[config.mk]
export PLATFORM = sky130hd
export DESIGN_NAME = rand_coord_gen
export DESIGN_NICKNAME = d
export VERILOG_FILES = /design/src/rtl/rand_coord_gen.sv
export SDC_FILE = /design/constraint.sdc
export NUM_CORES = 1
export LEC_CHECK = 0
export BUFFER_PORTS_ARGS = -buffer_cell sky130_fd_sc_hd__buf_2
export CORE_UTILIZATION = 45
export DETAILED_ROUTE_END_ITERATION = 8
export SYNTH_ARGS = -nofsm -noshare
export SYNTH_HDL_FRONTEND = slang
export SYNTH_SLANG_ARGS = --single-unit
[constraint.sdc]
create_clock -name VGA_clk -period 5.8 [get_ports VGA_clk]
set_clock_uncertainty 0.05 [all_clocks]
set_input_delay 1.16 -clock VGA_clk [delete_from_list [all_inputs] [get_ports VGA_clk]]
set_output_delay 1.16 -clock VGA_clk [all_outputs]
set_load 0.005 [all_outputs]
[src/rtl/rand_coord_gen.sv]
// -----------------------------------------------------------------------------
// rand_coord_gen
//
// Produces pseudo-random on-screen coordinates snapped to a grid. A free-running
// Fibonacci LFSR supplies candidate cell indices. On a request the FSM draws up
// to MAX_TRY candidates, accepts the first one that lands inside the grid, and
// otherwise clamps the last candidate into the grid. The pixel coordinate is
// X_MIN + ix*GRID / Y_MIN + iy*GRID.
//
// Ports:
//   VGA_clk    in   1       sole clock, rising edge
//   rst_n      in   1       asynchronous, active-low reset
//   req        in   1       request a new coordinate pair (sampled on the edge)
//   rand_X     out  X_W     registered X coordinate
//   rand_Y     out  Y_W     registered Y coordinate
//   valid      out  1       one-cycle pulse, new rand_X/rand_Y presented (DONE)
//   busy       out  1       high while drawing (DRAW)
//
// Optional feature (macro RAND_COORD_RESEED_EN):
//   seed_load  in   1       load seed_i into the LFSR on the next edge
//   seed_i     in   LFSR_W  new LFSR value (zero maps to SEED)
// -----------------------------------------------------------------------------
module rand_coord_gen #(
    parameter int                X_W     = 10,
    parameter int                Y_W     = 9,
    parameter int                LFSR_W  = 16,
    parameter logic [LFSR_W-1:0] SEED    = 16'hACE1,
    parameter logic [LFSR_W-1:0] TAPS    = 16'hB400,
    parameter int                CELL_W  = 6,
    parameter int                X_MIN   = 20,
    parameter int                X_CELLS = 61,
    parameter int                Y_MIN   = 20,
    parameter int                Y_CELLS = 45,
    parameter int                GRID    = 10,
    parameter int                MAX_TRY = 8
) (
    input  logic              VGA_clk,
    input  logic              rst_n,
    input  logic              req,
    output logic [X_W-1:0]    rand_X,
    output logic [Y_W-1:0]    rand_Y,
    output logic              valid,
    output logic              busy
`ifdef RAND_COORD_RESEED_EN
    ,
    input  logic              seed_load,
    input  logic [LFSR_W-1:0] seed_i
`endif
);

    localparam int                TRY_W    = (MAX_TRY > 1) ? $clog2(MAX_TRY) : 1;
    localparam logic [TRY_W-1:0]  TRY_LAST = TRY_W'(MAX_TRY - 1);
    localparam logic [CELL_W-1:0] X_LAST   = CELL_W'(X_CELLS - 1);
    localparam logic [CELL_W-1:0] Y_LAST   = CELL_W'(Y_CELLS - 1);

    typedef enum logic [1:0] {
        IDLE = 2'd0,
        DRAW = 2'd1,
        DONE = 2'd2
    } state_t;

    // Parity of the tapped bits forms the feedback bit.
    function automatic logic lfsr_fb(input logic [LFSR_W-1:0] v);
        return ^(v & TAPS);
    endfunction

    state_t              state_r;
    state_t              state_s;
    logic [TRY_W-1:0]    try_cnt_r;
    logic [TRY_W-1:0]    try_cnt_s;
    logic [LFSR_W-1:0]   lfsr_r;
    logic [LFSR_W-1:0]   lfsr_s;
    logic [X_W-1:0]      rand_x_r;
    logic [Y_W-1:0]      rand_y_r;
    logic                valid_r;
    logic                busy_r;
    logic                load_s;

    logic [CELL_W-1:0]   ix_s;
    logic [CELL_W-1:0]   iy_s;
    logic                x_in_s;
    logic                y_in_s;
    logic [CELL_W-1:0]   ix_sel_s;
    logic [CELL_W-1:0]   iy_sel_s;
    logic [X_W-1:0]      x_calc_s;
    logic [Y_W-1:0]      y_calc_s;

    assign ix_s   = lfsr_r[CELL_W-1:0];
    assign iy_s   = lfsr_r[2*CELL_W-1:CELL_W];
    assign x_in_s = (ix_s <= X_LAST);
    assign y_in_s = (iy_s <= Y_LAST);

    // In-range indices pass through; out-of-range ones clamp to the last cell.
    // On an accept both are in range, so one path serves accept and clamp.
    assign ix_sel_s = x_in_s ? ix_s : X_LAST;
    assign iy_sel_s = y_in_s ? iy_s : Y_LAST;

    // Arithmetic at port width; the parameters keep the result in range.
    assign x_calc_s = X_W'(X_MIN) + X_W'(ix_sel_s) * X_W'(GRID);
    assign y_calc_s = Y_W'(Y_MIN) + Y_W'(iy_sel_s) * Y_W'(GRID);

    // LFSR next value: optional reseed, zero-state recovery, else shift.
    always_comb begin
        lfsr_s = {lfsr_r[LFSR_W-2:0], lfsr_fb(lfsr_r)};
`ifdef RAND_COORD_RESEED_EN
        if (seed_load) begin
            lfsr_s = (seed_i == {LFSR_W{1'b0}}) ? SEED : seed_i;
        end else if (lfsr_r == {LFSR_W{1'b0}}) begin
            lfsr_s = SEED;
        end else begin
            lfsr_s = {lfsr_r[LFSR_W-2:0], lfsr_fb(lfsr_r)};
        end
`else
        if (lfsr_r == {LFSR_W{1'b0}}) begin
            lfsr_s = SEED;
        end else begin
            lfsr_s = {lfsr_r[LFSR_W-2:0], lfsr_fb(lfsr_r)};
        end
`endif
    end

    // FSM next state, attempt counter and coordinate-latch strobe.
    always_comb begin
        state_s   = state_r;
        try_cnt_s = try_cnt_r;
        load_s    = 1'b0;
        case (state_r)
            IDLE: begin
                if (req) begin
                    state_s   = DRAW;
                    try_cnt_s = {TRY_W{1'b0}};
                end else begin
                    state_s   = IDLE;
                end
            end
            DRAW: begin
                if (x_in_s && y_in_s) begin
                    load_s  = 1'b1;
                    state_s = DONE;
                end else if (try_cnt_r == TRY_LAST) begin
                    load_s  = 1'b1;
                    state_s = DONE;
                end else begin
                    try_cnt_s = try_cnt_r + TRY_W'(1);
                    state_s   = DRAW;
                end
            end
            DONE: begin
                if (req) begin
                    state_s   = DRAW;
                    try_cnt_s = {TRY_W{1'b0}};
                end else begin
                    state_s   = IDLE;
                end
            end
            default: begin
                state_s   = IDLE;
                try_cnt_s = {TRY_W{1'b0}};
            end
        endcase
    end

    // LFSR register; shifts every cycle regardless of FSM state.
    always_ff @(posedge VGA_clk or negedge rst_n) begin
        if (!rst_n) begin
            lfsr_r <= SEED;
        end else begin
            lfsr_r <= lfsr_s;
        end
    end

    // FSM state and attempt counter registers.
    always_ff @(posedge VGA_clk or negedge rst_n) begin
        if (!rst_n) begin
            state_r   <= IDLE;
            try_cnt_r <= {TRY_W{1'b0}};
        end else begin
            state_r   <= state_s;
            try_cnt_r <= try_cnt_s;
        end
    end

    // Output registers; valid/busy track the state being entered, so they are
    // high exactly while the FSM sits in DONE/DRAW.
    always_ff @(posedge VGA_clk or negedge rst_n) begin
        if (!rst_n) begin
            rand_x_r <= X_W'(X_MIN);
            rand_y_r <= Y_W'(Y_MIN);
            valid_r  <= 1'b0;
            busy_r   <= 1'b0;
        end else begin
            if (load_s) begin
                rand_x_r <= x_calc_s;
                rand_y_r <= y_calc_s;
            end
            valid_r <= (state_s == DONE);
            busy_r  <= (state_s == DRAW);
        end
    end

    assign rand_X = rand_x_r;
    assign rand_Y = rand_y_r;
    assign valid  = valid_r;
    assign busy   = busy_r;

endmodule
==> results.md, run 1 <==
- Fin Hold WS: 0.375 ns
- ANT nets after route: 0
- Seq/Total Area, Yosys: 45.1%
- Net Sw Frac: 25.0%
- Vias in the first global route: 1465
- Status: completed
- Post-route DRC violation count: 0
- CP arrival: 3.29 ns
- Resized Gates After CTS: 0
- Slew @ Worst Pin: 0.849 ns
- Final worst slack: 2.65 ns
- Clock network fraction of design power: 31.6%
- DRT iter0 DRCs: 58
- EDFF count, synth: 0
- F_max: 317 MHz
- Grt total ovfl: 0
- Compound-gate portion of the synthesized area: 9.94%
- Clk_lat worst skew: 0.29 ns
- Sum Neg Setup Slack: 0 ns
- Number of port buffers: 21
- Syn avg cell area: 11.1 um^2
- DR vias/cell: 5.08
- Psw: 151 uW
- First-pass GRT wire length: 6770 um
- DRT Wirelength: 3870 um
- WS Path Type: flop to flop
- Rows: 25
- Final layout net count: 238
- Xor and xnor area share after synthesis: 6.22%
- ANT cells: 0
- Cells after Synth: 202
- Initial antenna violation count: 0
- Fin crit period: 3.15 ns
- Commonest cells after routing, fill and taps aside: 28 x dfrtp_1, 21 x buf_2, 19 x ha_1
- Fin util: 51.3%
- Distinct cells, synth: 43
- H-tree levels: 2
- Synth Warn #: 0
- Chip height: 72.7 um
- CTS buffer count: 5
- Reg power frac: 54.9%
- # hold bufs at CTS: 0
- Tot Pwr: 604 uW
- Core Region: 4750 um^2
- Pint: 453 uW
- CTS tree: yes
- Final Max Slew Viols: 0
- Combinational share of power: 13.5%
- Worst vdd ir: 0.101 mV
- Main synth FF type: dfrtp_1
- Most common cell after layout, fill and taps aside: dfrtp_1
- PwrDens: 248 nW/um^2
- Post-Synth Simple-Gate Area: 15.3%
- GPL Wtd Cong: 0.807
- Dpl ws: 2.64 ns
- Final Setup Violations: 0
- Final hold vios: 0
- DRT Pass-1 Iters: 4
- Fin crit share: 54.3%
- DP Wirelength: 2850 um
- Area growth, synth to finish: 8.22%
- CP endpoint kind: flop
- Startpoint types: flop
- Die ar.: 5290 um^2
- Initial Util: 47.4%
- Clock Sinks: 40
- I/O pin cnt: 24
- RSZ-0062 raised after global routing: no
- Crit-path max FO: 10
- Mapped Area: 2250 um^2
- Post-Synth Adder-Cell Area: 12.3%
- Max cap viols: 0
- CP required: 5.94 ns
- Root Buffer: clkbuf_8
- Clock buffer depth: 2
- GR Util All Layers: 17.1%
- Slew margin rel.: 43.4%
- Largest family of logic cells by synthesized area: simple AND/OR/NAND/NOR gates
- Static Leak: 1.18 nW
- Die X: 72.7 um
- Postcts setup bufs: 0
- Share of cells above drive strength 1: 27.0%
- Worst Hold Class: flop to flop
- Yosys reg bits: 40
- Clock-pin slew on the worst setup and hold paths: 0.08 ns
- Post-synthesis mux area share: 5.00%
- Largest net degree at the start of global routing: 41
- Avg WL per Cell: 13.7 um
- Asr flop ratio synth: 100%
- Via count: 1433
## cells in the mapped netlist, types with 3 or more instances
library cell / instances / area share, %
a21o_1: 6 / 2.0
a21oi_1: 9 / 2.0
a31oi_1: 3 / 0.83
and2_1: 4 / 1.1
and3_1: 4 / 1.1
buf_6: 3 / 1.5
clkbuf_1: 10 / 1.7
dfrtp_1: 28 / 31
dfstp_2: 12 / 14
ha_1: 19 / 11
inv_1: 9 / 1.5
mux2_2: 10 / 5.0
nand2_1: 10 / 1.7
nand2b_1: 6 / 1.7
nand3_1: 3 / 0.67
nor2_1: 14 / 2.3
o21ai_0: 5 / 1.1
o22ai_1: 3 / 0.83
xnor2_1: 12 / 4.7
xor2_1: 4 / 1.6
## sequential cells by signal (all words and copies together), names as in the netlist
register and cells:
try_cnt_r 3, lfsr_r 16, rand_X 9, valid 1
rand_Y 8, busy 1, state_r 2
## area by class of cell
type,count,area (um^2)
clock buffers,6,82.6
flip-flops and latches,40,1020
repair buffers,21,105
multi-input cells,137,1110
inverters,9,33.8
well taps,67,83.8
fillers,440,2320
clock inverters,2,10.0
## logic make-up after synthesis
family                     after synthesis
AOI/OAI and AO/OA                       32
buffers and inverters                   26
DFF                                     40
muxes                                   10
adders and majority gates               21
xor gates and xnor gates                16
and+or+nand+nor                         56
other                                    1
## layer usage
layer / vias to the layer above / GRT usage (%) / part of all wire, %
li1: 715 / - / -
met1: 690 / 21.0 / 47
met2: 23 / 29.0 / 48
met3: 5 / 4.14 / 3.3
met4: 0 / 6.54 / 1.6
met5: - / 0 / 0
## worst max-delay path: stages, from the launching register on
cell	delay (ns)
dfstp_2	0.64
o211a_1	0.17
o21ai_0	0.13
and2_1	0.21
ha_1	0.18
ha_1	0.20
fa_1	0.55
nand3_1	0.08
o211ai_1	0.31
nand2_1	0.14
xnor2_1	0.14
mux2_2	0.25
## stage by stage
| step | instance area [um^2] | std cells |
|---|---|---|
| 3_5_place_dp | 2340 | 274 |
| 2_1_floorplan | 2260 | 203 |
| 5_1_grt | 2440 | 282 |
| 6_report | 2440 | 282 |
| 3_3_place_gp | 2340 | 274 |
| 4_1_cts | 2440 | 282 |
## power by group through the flow
stage / logic, mW / clock network [mW] / registers (mW)
6_report: 0.0815 / 0.191 / 0.332
5_1_grt: 0.0929 / 0.207 / 0.336
2_1_floorplan: 0.0430 / 0 / 0.339
3_5_place_dp: 0.0838 / 0 / 0.337
4_1_cts: 0.0838 / 0.198 / 0.332
3_3_place_gp: 0.0823 / 0 / 0.335
## path summary, 6_finish.rpt
check                             to  depth (start not counted)      start  slack [ns]
min reg2reg                lfsr_r[1]                          0  lfsr_r[0]        0.37
max in group asynchronous  lfsr_r[4]                          1      rst_n        4.25
min in group asynchronous  rand_Y[3]                          1      rst_n        0.92
max reg2reg                rand_Y[7]                         11  lfsr_r[7]        2.65
min                        lfsr_r[1]                          0  lfsr_r[0]        0.37
max                        rand_Y[7]                         11  lfsr_r[7]        2.65
(Power assumes the default switching activity.)
==> run 2: changes to the inputs <==
==> constraint.sdc (replaced) <==
create_clock -name VGA_clk -period 3.23 [get_ports VGA_clk]
set_clock_uncertainty 0.05 [all_clocks]
set_input_delay 0.646 -clock VGA_clk [delete_from_list [all_inputs] [get_ports VGA_clk]]
set_output_delay 0.646 -clock VGA_clk [all_outputs]
set_load 0.005 [all_outputs]
==> run 2 against run 1 <==
- wire length decreased by 2.1%
- worst setup slack got worse by 2.5 ns
- critical path type unchanged
- worst hold slack got worse by 0.014 ns
==> results.md, run 2 (synthesized netlist as in run 1, its figures left out) <==
- Clock-pin slew on the worst setup and hold paths: 0.07 ns (was 0.08 ns)
- DRT Pass-1 Iters: 4 (unchanged)
- Post-route DRC violation count: 0 (unchanged)
- Chip height: 72.7 um (unchanged)
- Initial Util: 47.4% (unchanged)
- Number of port buffers: 21 (unchanged)
- Grt total ovfl: 0 (unchanged)
- Crit-path max FO: 5 (was 10)
- DRT Wirelength: 3790 um (was 3870 um)
- Avg WL per Cell: 13.1 um (was 13.7 um)
- F_max: 327 MHz (was 317 MHz)
- Final layout net count: 245 (was 238)
- H-tree levels: 2 (unchanged)
- Die ar.: 5290 um^2 (unchanged)
- Reg power frac: 55.5% (was 54.9%)
- Slew @ Worst Pin: 0.851 ns (was 0.849 ns)
- CTS tree: yes (unchanged)
- First-pass GRT wire length: 6490 um (was 6770 um)
- GPL Wtd Cong: 0.885 (was 0.807)
- Placed cell areas: 2370 um^2 (was 2340 um^2)
- GR Util All Layers: 16.2% (was 17.1%)
- Combinational share of power: 13.7% (was 13.5%)
- Fin crit share: 94.7% (was 54.3%)
- Clock Sinks: 40 (unchanged)
- Worst vdd ir: 0.222 mV (was 0.101 mV)
- Most common cell after layout, fill and taps aside: dfrtp_1 (unchanged)
- DR WL met3: 107 um (was 127 um)
- Vias in the first global route: 1468 (was 1465)
- Psw: 257 uW (was 151 uW)
- CP arrival: 3.18 ns (was 3.29 ns)
- Worst Hold Class: flop to flop (unchanged)
- CP endpoint kind: flop (unchanged)
- Final Setup Violations: 0 (unchanged)
- Fin crit period: 3.06 ns (was 3.15 ns)
- DP Wirelength: 2840 um (was 2850 um)
- Rows: 25 (unchanged)
- DRT iter0 DRCs: 85 (was 58)
- Area growth, synth to finish: 10.9% (was 8.22%)
- I/O pin cnt: 24 (unchanged)
- M1 WL: 1800 um (was 1830 um)
- Largest Register: lfsr_r (unchanged)
- ANT nets after route: 0 (unchanged)
- Net Sw Frac: 23.9% (was 25.0%)
- Initial antenna violation count: 0 (unchanged)
- Largest register FFs: 16 (unchanged)
- Commonest cells after routing, fill and taps aside: 28 x dfrtp_1, 21 x buf_2, 18 x ha_1 (was 28 x dfrtp_1, 21 x buf_2, 19 x ha_1)
- Tot Pwr: 1.07 mW (was 604 uW)
- Via count: 1480 (was 1433)
- Pint: 817 uW (was 453 uW)
- Clock network fraction of design power: 30.9% (was 31.6%)
- ANT cells: 0 (unchanged)
- Final instance area: 2500 um^2 (was 2440 um^2)
- Die X: 72.7 um (unchanged)
- Max cap viols: 0 (unchanged)
- Filler instances: 440 (unchanged)
- Slew margin rel.: 43.3% (was 43.4%)
- Clk_lat worst skew: 0.29 ns (about the same)
- Startpoint types: flop (unchanged)
- Share of cells above drive strength 1: 30.2% (was 27.0%)
- Core Region: 4750 um^2 (unchanged)
- Final hold vios: 0 (unchanged)
- PwrDens: 430 nW/um^2 (was 248 nW/um^2)
- CP required: 3.36 ns (was 5.94 ns)
- Clock buffer depth: 2 (unchanged)
- Met2 wire len: 1830 um (was 1850 um)
- Static Leak: 1.21 nW (was 1.18 nW)
- Status: completed (unchanged)
- Largest net degree at the start of global routing: 41 (unchanged)
- Root Buffer: clkbuf_8 (unchanged)
- WS Path Type: flop to flop (unchanged)
- Final Max Slew Viols: 0 (unchanged)
- DR vias/cell: 5.12 (was 5.08)
- # hold bufs at CTS: 0 (unchanged)
- CTS buffer count: 5 (unchanged)
- Top Layer Used: met4 (unchanged)
## run 2: changes by cell type in the layout (fill, tap and decap cells not counted), sizes merged
cell,before,now
clkbuf,6,8
buf,21,28
clkinv,2,0
## run 2: cell type report
cell class                 instances  area, um^2  share of cell area, %
sequential                        40        1020                   40.7
timing repair buffer              28         158                   6.31
clock buffer                       8        90.1                   3.61
tap                               67        83.8                   3.36
inverter                           9        33.8                   1.35
multi-input combinational        137        1120                   44.7
## run 2: per-stage QoR
stage | hold WS (ns) | util, % | worst slack [ns] | TNS, ns | cells
global route | 0.374 | 52.6 | -0.0355 | -0.0355 | 289
floorplan | 0.300 | - | 0.294 | 0 | 203
global placement | 0.354 | 49.8 | 0.175 | 0 | 277
CTS | 0.362 | 51.7 | 0.0601 | 0 | 285
finish | 0.360 | 52.6 | 0.171 | 0 | 289
detailed placement | 0.352 | 49.8 | 0.0468 | 0 | 277
## run 2: path summary, 6_finish.rpt
path,depth (start not counted),slack [ns],endpoint,startpoint
max in group asynchronous,1,2.17,rand_X[1],rst_n
min reg2reg,0,0.36,lfsr_r[1],lfsr_r[0]
min,0,0.36,lfsr_r[1],lfsr_r[0]
max,11,0.17,rand_Y[7],lfsr_r[7]
max reg2reg,11,0.17,rand_Y[7],lfsr_r[7]
min in group asynchronous,1,0.41,rand_X[6],rst_n
## run 2: what timing repair did
item                                    4_1_cts  5_1_grt
endpoints found under the hold margin         0        0
endpoints found under the setup margin        0        3
resized for setup                             0        5
buffers inserted                              0        4
## run 2: worst max-delay path: stages, from the launching register on
cell and delay [ns]:
dfstp_2 0.57, o211a_1 0.19, o21ai_2 0.07, and2_4 0.17
ha_1 0.17, ha_2 0.19, fa_2 0.59, nand3_1 0.07
o211ai_1 0.33, nand2_1 0.14, xnor2_1 0.15, mux2_2 0.26
## run 2: power by group through the flow
stage / sequential [mW] / combinational [mW] / clock, mW
floorplan: 0.609 / 0.0771 / 0
global placement: 0.602 / 0.148 / 0
detailed placement: 0.606 / 0.151 / 0
CTS: 0.596 / 0.152 / 0.349
global route: 0.604 / 0.170 / 0.370
finish: 0.595 / 0.147 / 0.331
## run 2: layer usage
layer,GRT usage (%),vias up
met5,0,-
met4,6.75,0
met3,4.14,5
met2,26.2,24
met1,20.6,726
li1,-,725
==> run 3: changes to the inputs <==
--- a/config.mk
+++ b/config.mk
@@ -8,6 +8,7 @@
 export BUFFER_PORTS_ARGS = -buffer_cell sky130_fd_sc_hd__buf_2
 export CORE_UTILIZATION = 45
 export DETAILED_ROUTE_END_ITERATION = 8
+export REMOVE_ABC_BUFFERS = 1
 export SYNTH_ARGS = -nofsm -noshare
 export SYNTH_HDL_FRONTEND = slang
 export SYNTH_SLANG_ARGS = --single-unit
==> run 3 against run 2 <==
- utilization shrank 0.58 points
- fmax increased by 0.68%
- first-iteration DRC count down 54%
- final cell count is 1.4% lower
- critical path type unchanged
- cell area down 1.1%
- count of clock-buffer cells in the layout is 1 lower
==> results.md, run 3 (synthesized netlist as in run 1, its figures left out) <==
- WP buf/inv: 0 (unchanged)
- Largest register FFs: 16 (unchanged)
- Area growth, synth to finish: 9.72% (was 10.9%)
- Vias in the first global route: 1482 (was 1468)
- Worst Hold Class: flop to flop (unchanged)
- Fin crit period: 3.04 ns (was 3.06 ns)
- Via count: 1442 (was 1480)
- Worst vdd ir: 0.261 mV (was 0.222 mV)
- Final hold vios: 0 (unchanged)
- Share of cells above drive strength 1: 28.0% (was 30.2%)
- Fin crit share: 94.1% (was 94.7%)
- Critical path's top delay family: adder cells (unchanged)
- Avg WL per Cell: 13.3 um (was 13.1 um)
- DRT Wirelength: 3780 um (was 3790 um)
- Die ar.: 5290 um^2 (unchanged)
- Slowest CP cell: dfstp_2 (was fa_2)
- Crit-path max FO: 4 (was 5)
- WS Path Type: flop to flop (unchanged)
- First-pass GRT wire length: 6800 um (was 6490 um)
- Worst setup path end: rand_Y[7] (unchanged)
- Status: completed (unchanged)
- Core Region: 4750 um^2 (unchanged)
- R2r endpoint: rand_Y[7] (unchanged)
- DRT Pass-1 Iters: 4 (unchanged)
- Reg2reg setup slack: 0.19 ns (was 0.17 ns)
- F_max: 329 MHz (was 327 MHz)
- Filler instances: 462 (was 440)
- DRT iter0 DRCs: 39 (was 85)
- Slew margin rel.: 42.5% (was 43.3%)
- PwrDens: 439 nW/um^2 (was 430 nW/um^2)
- Sum Neg Setup Slack: 0 ns (unchanged)
- Most common cell after layout, fill and taps aside: dfrtp_1 (unchanged)
- Placed cell areas: 2370 um^2 (about the same)
- Resized Gates After CTS: 0 (unchanged)
- Clock Sinks: 40 (unchanged)
- Die X: 72.7 um (unchanged)
- GR Util All Layers: 17.1% (was 16.2%)
- CP endpoint kind: flop (unchanged)
- Postcts setup bufs: 0 (unchanged)
- Number of port buffers: 21 (unchanged)
- Rows: 25 (unchanged)
- Dpl ws: 0.117 ns (was 0.0468 ns)
- Slew @ Worst Pin: 0.862 ns (was 0.851 ns)
- Final worst slack: 0.192 ns (was 0.171 ns)
- Crit path from: lfsr_r[6] (was lfsr_r[7])
- ANT cells: 0 (unchanged)
- R2r startpoint: lfsr_r[6] (was lfsr_r[7])
- Largest Register: lfsr_r (unchanged)
- Clock-pin slew on the worst setup and hold paths: 0.07 ns (about the same)
- Post-route DRC violation count: 0 (unchanged)
- Final instance area: 2470 um^2 (was 2500 um^2)
- GPL Wtd Cong: 0.867 (was 0.885)
- Startpoint types: flop (unchanged)
- Commonest cells after routing, fill and taps aside: 28 x dfrtp_1, 21 x buf_2, 19 x ha_1 (was 28 x dfrtp_1, 21 x buf_2, 18 x ha_1)
- Largest net degree at the start of global routing: 41 (unchanged)
- CTS tree: yes (unchanged)
- Final Max Slew Viols: 0 (unchanged)
- Grt total ovfl: 0 (unchanged)
- CP cell instances: o211a_1 > o21ai_1 > and2_1 > ha_1 > ha_1 > fa_1 > nand3_1 > o211ai_1 > nand2_1 > xnor2_1 > mux2_2 (was o211a_1 > o21ai_2 > and2_4 > ha_1 > ha_2 > fa_2 > nand3_1 > o211ai_1 > nand2_1 > xnor2_1 > mux2_2)
- Final Setup Violations: 0 (unchanged)
- Initial Util: 47.4% (unchanged)
- Chip height: 72.7 um (unchanged)
- Initial antenna violation count: 0 (unchanged)
- Clk_lat worst skew: 0.28 ns (was 0.29 ns)
- CP arrival: 3.16 ns (was 3.18 ns)
- Tot Pwr: 1.09 mW (was 1.07 mW)
- H-tree levels: 2 (unchanged)
- DP Wirelength: 2860 um (was 2840 um)
- RSZ-0062 raised after global routing: no
- WP depth: 11 (unchanged)
- ANT nets after route: 0 (unchanged)
- # hold bufs at CTS: 0 (unchanged)
- CP required: 3.35 ns (was 3.36 ns)
- Reg2Reg Depth: 11 (unchanged)
- DR vias/cell: 5.06 (was 5.12)
- Root Buffer: clkbuf_8 (unchanged)
- Final layout net count: 242 (was 245)
- Max cap viols: 0 (unchanged)
- CTS buffer count: 5 (unchanged)
- Slowest cell delay on critical path: 0.55 ns (was 0.59 ns)
- I/O pin cnt: 24 (unchanged)
- Clock buffer depth: 2 (unchanged)
- CP most frequent cell: ha_1
- Static Leak: 1.20 nW (was 1.21 nW)
## run 3: worst min path at each step
stage | startpoint | endpoint | slack [ns] | cells after the start
finish | lfsr_r[0] | lfsr_r[1] | 0.36 | 0
global placement | lfsr_r[0] | lfsr_r[1] | 0.35 | 0
detailed placement | lfsr_r[0] | lfsr_r[1] | 0.35 | 0
CTS | lfsr_r[0] | lfsr_r[1] | 0.36 | 0
global route | lfsr_r[0] | lfsr_r[1] | 0.36 | 0
floorplan | rst_n | busy | 0.30 | 0
## run 3: area by class of cell
cell class / instances / area [um^2] / area share (%)
multi-input combinational: 137 / 1110 / 44.8
sequential: 40 / 1020 / 41.1
tap: 67 / 83.8 / 3.39
clock buffer: 7 / 96.3 / 3.90
timing repair buffer: 25 / 135 / 5.47
inverter: 9 / 33.8 / 1.37
## run 3: metal layers
metal	vias up	GRT usage, %	share of wire, %
li1	719	-	-
met1	701	22.0	48
met2	20	27.7	49
met3	2	4.42	2.9
met4	0	6.54	0.69
met5	-	0	0
## run 3: stage by stage
stage          utilization, %  hold slack [ns]  instances
2_1_floorplan               -            0.300        186
3_3_place_gp             49.9            0.355        278
3_5_place_dp             49.9            0.350        278
4_1_cts                  52.0            0.361        285
5_1_grt                  52.0            0.364        285
6_report                 52.0            0.364        285
## run 3: power breakdown
part           switching [mW]  internal [mW]
sequential             0.0274          0.567
clock                   0.153          0.190
combinational          0.0714         0.0759
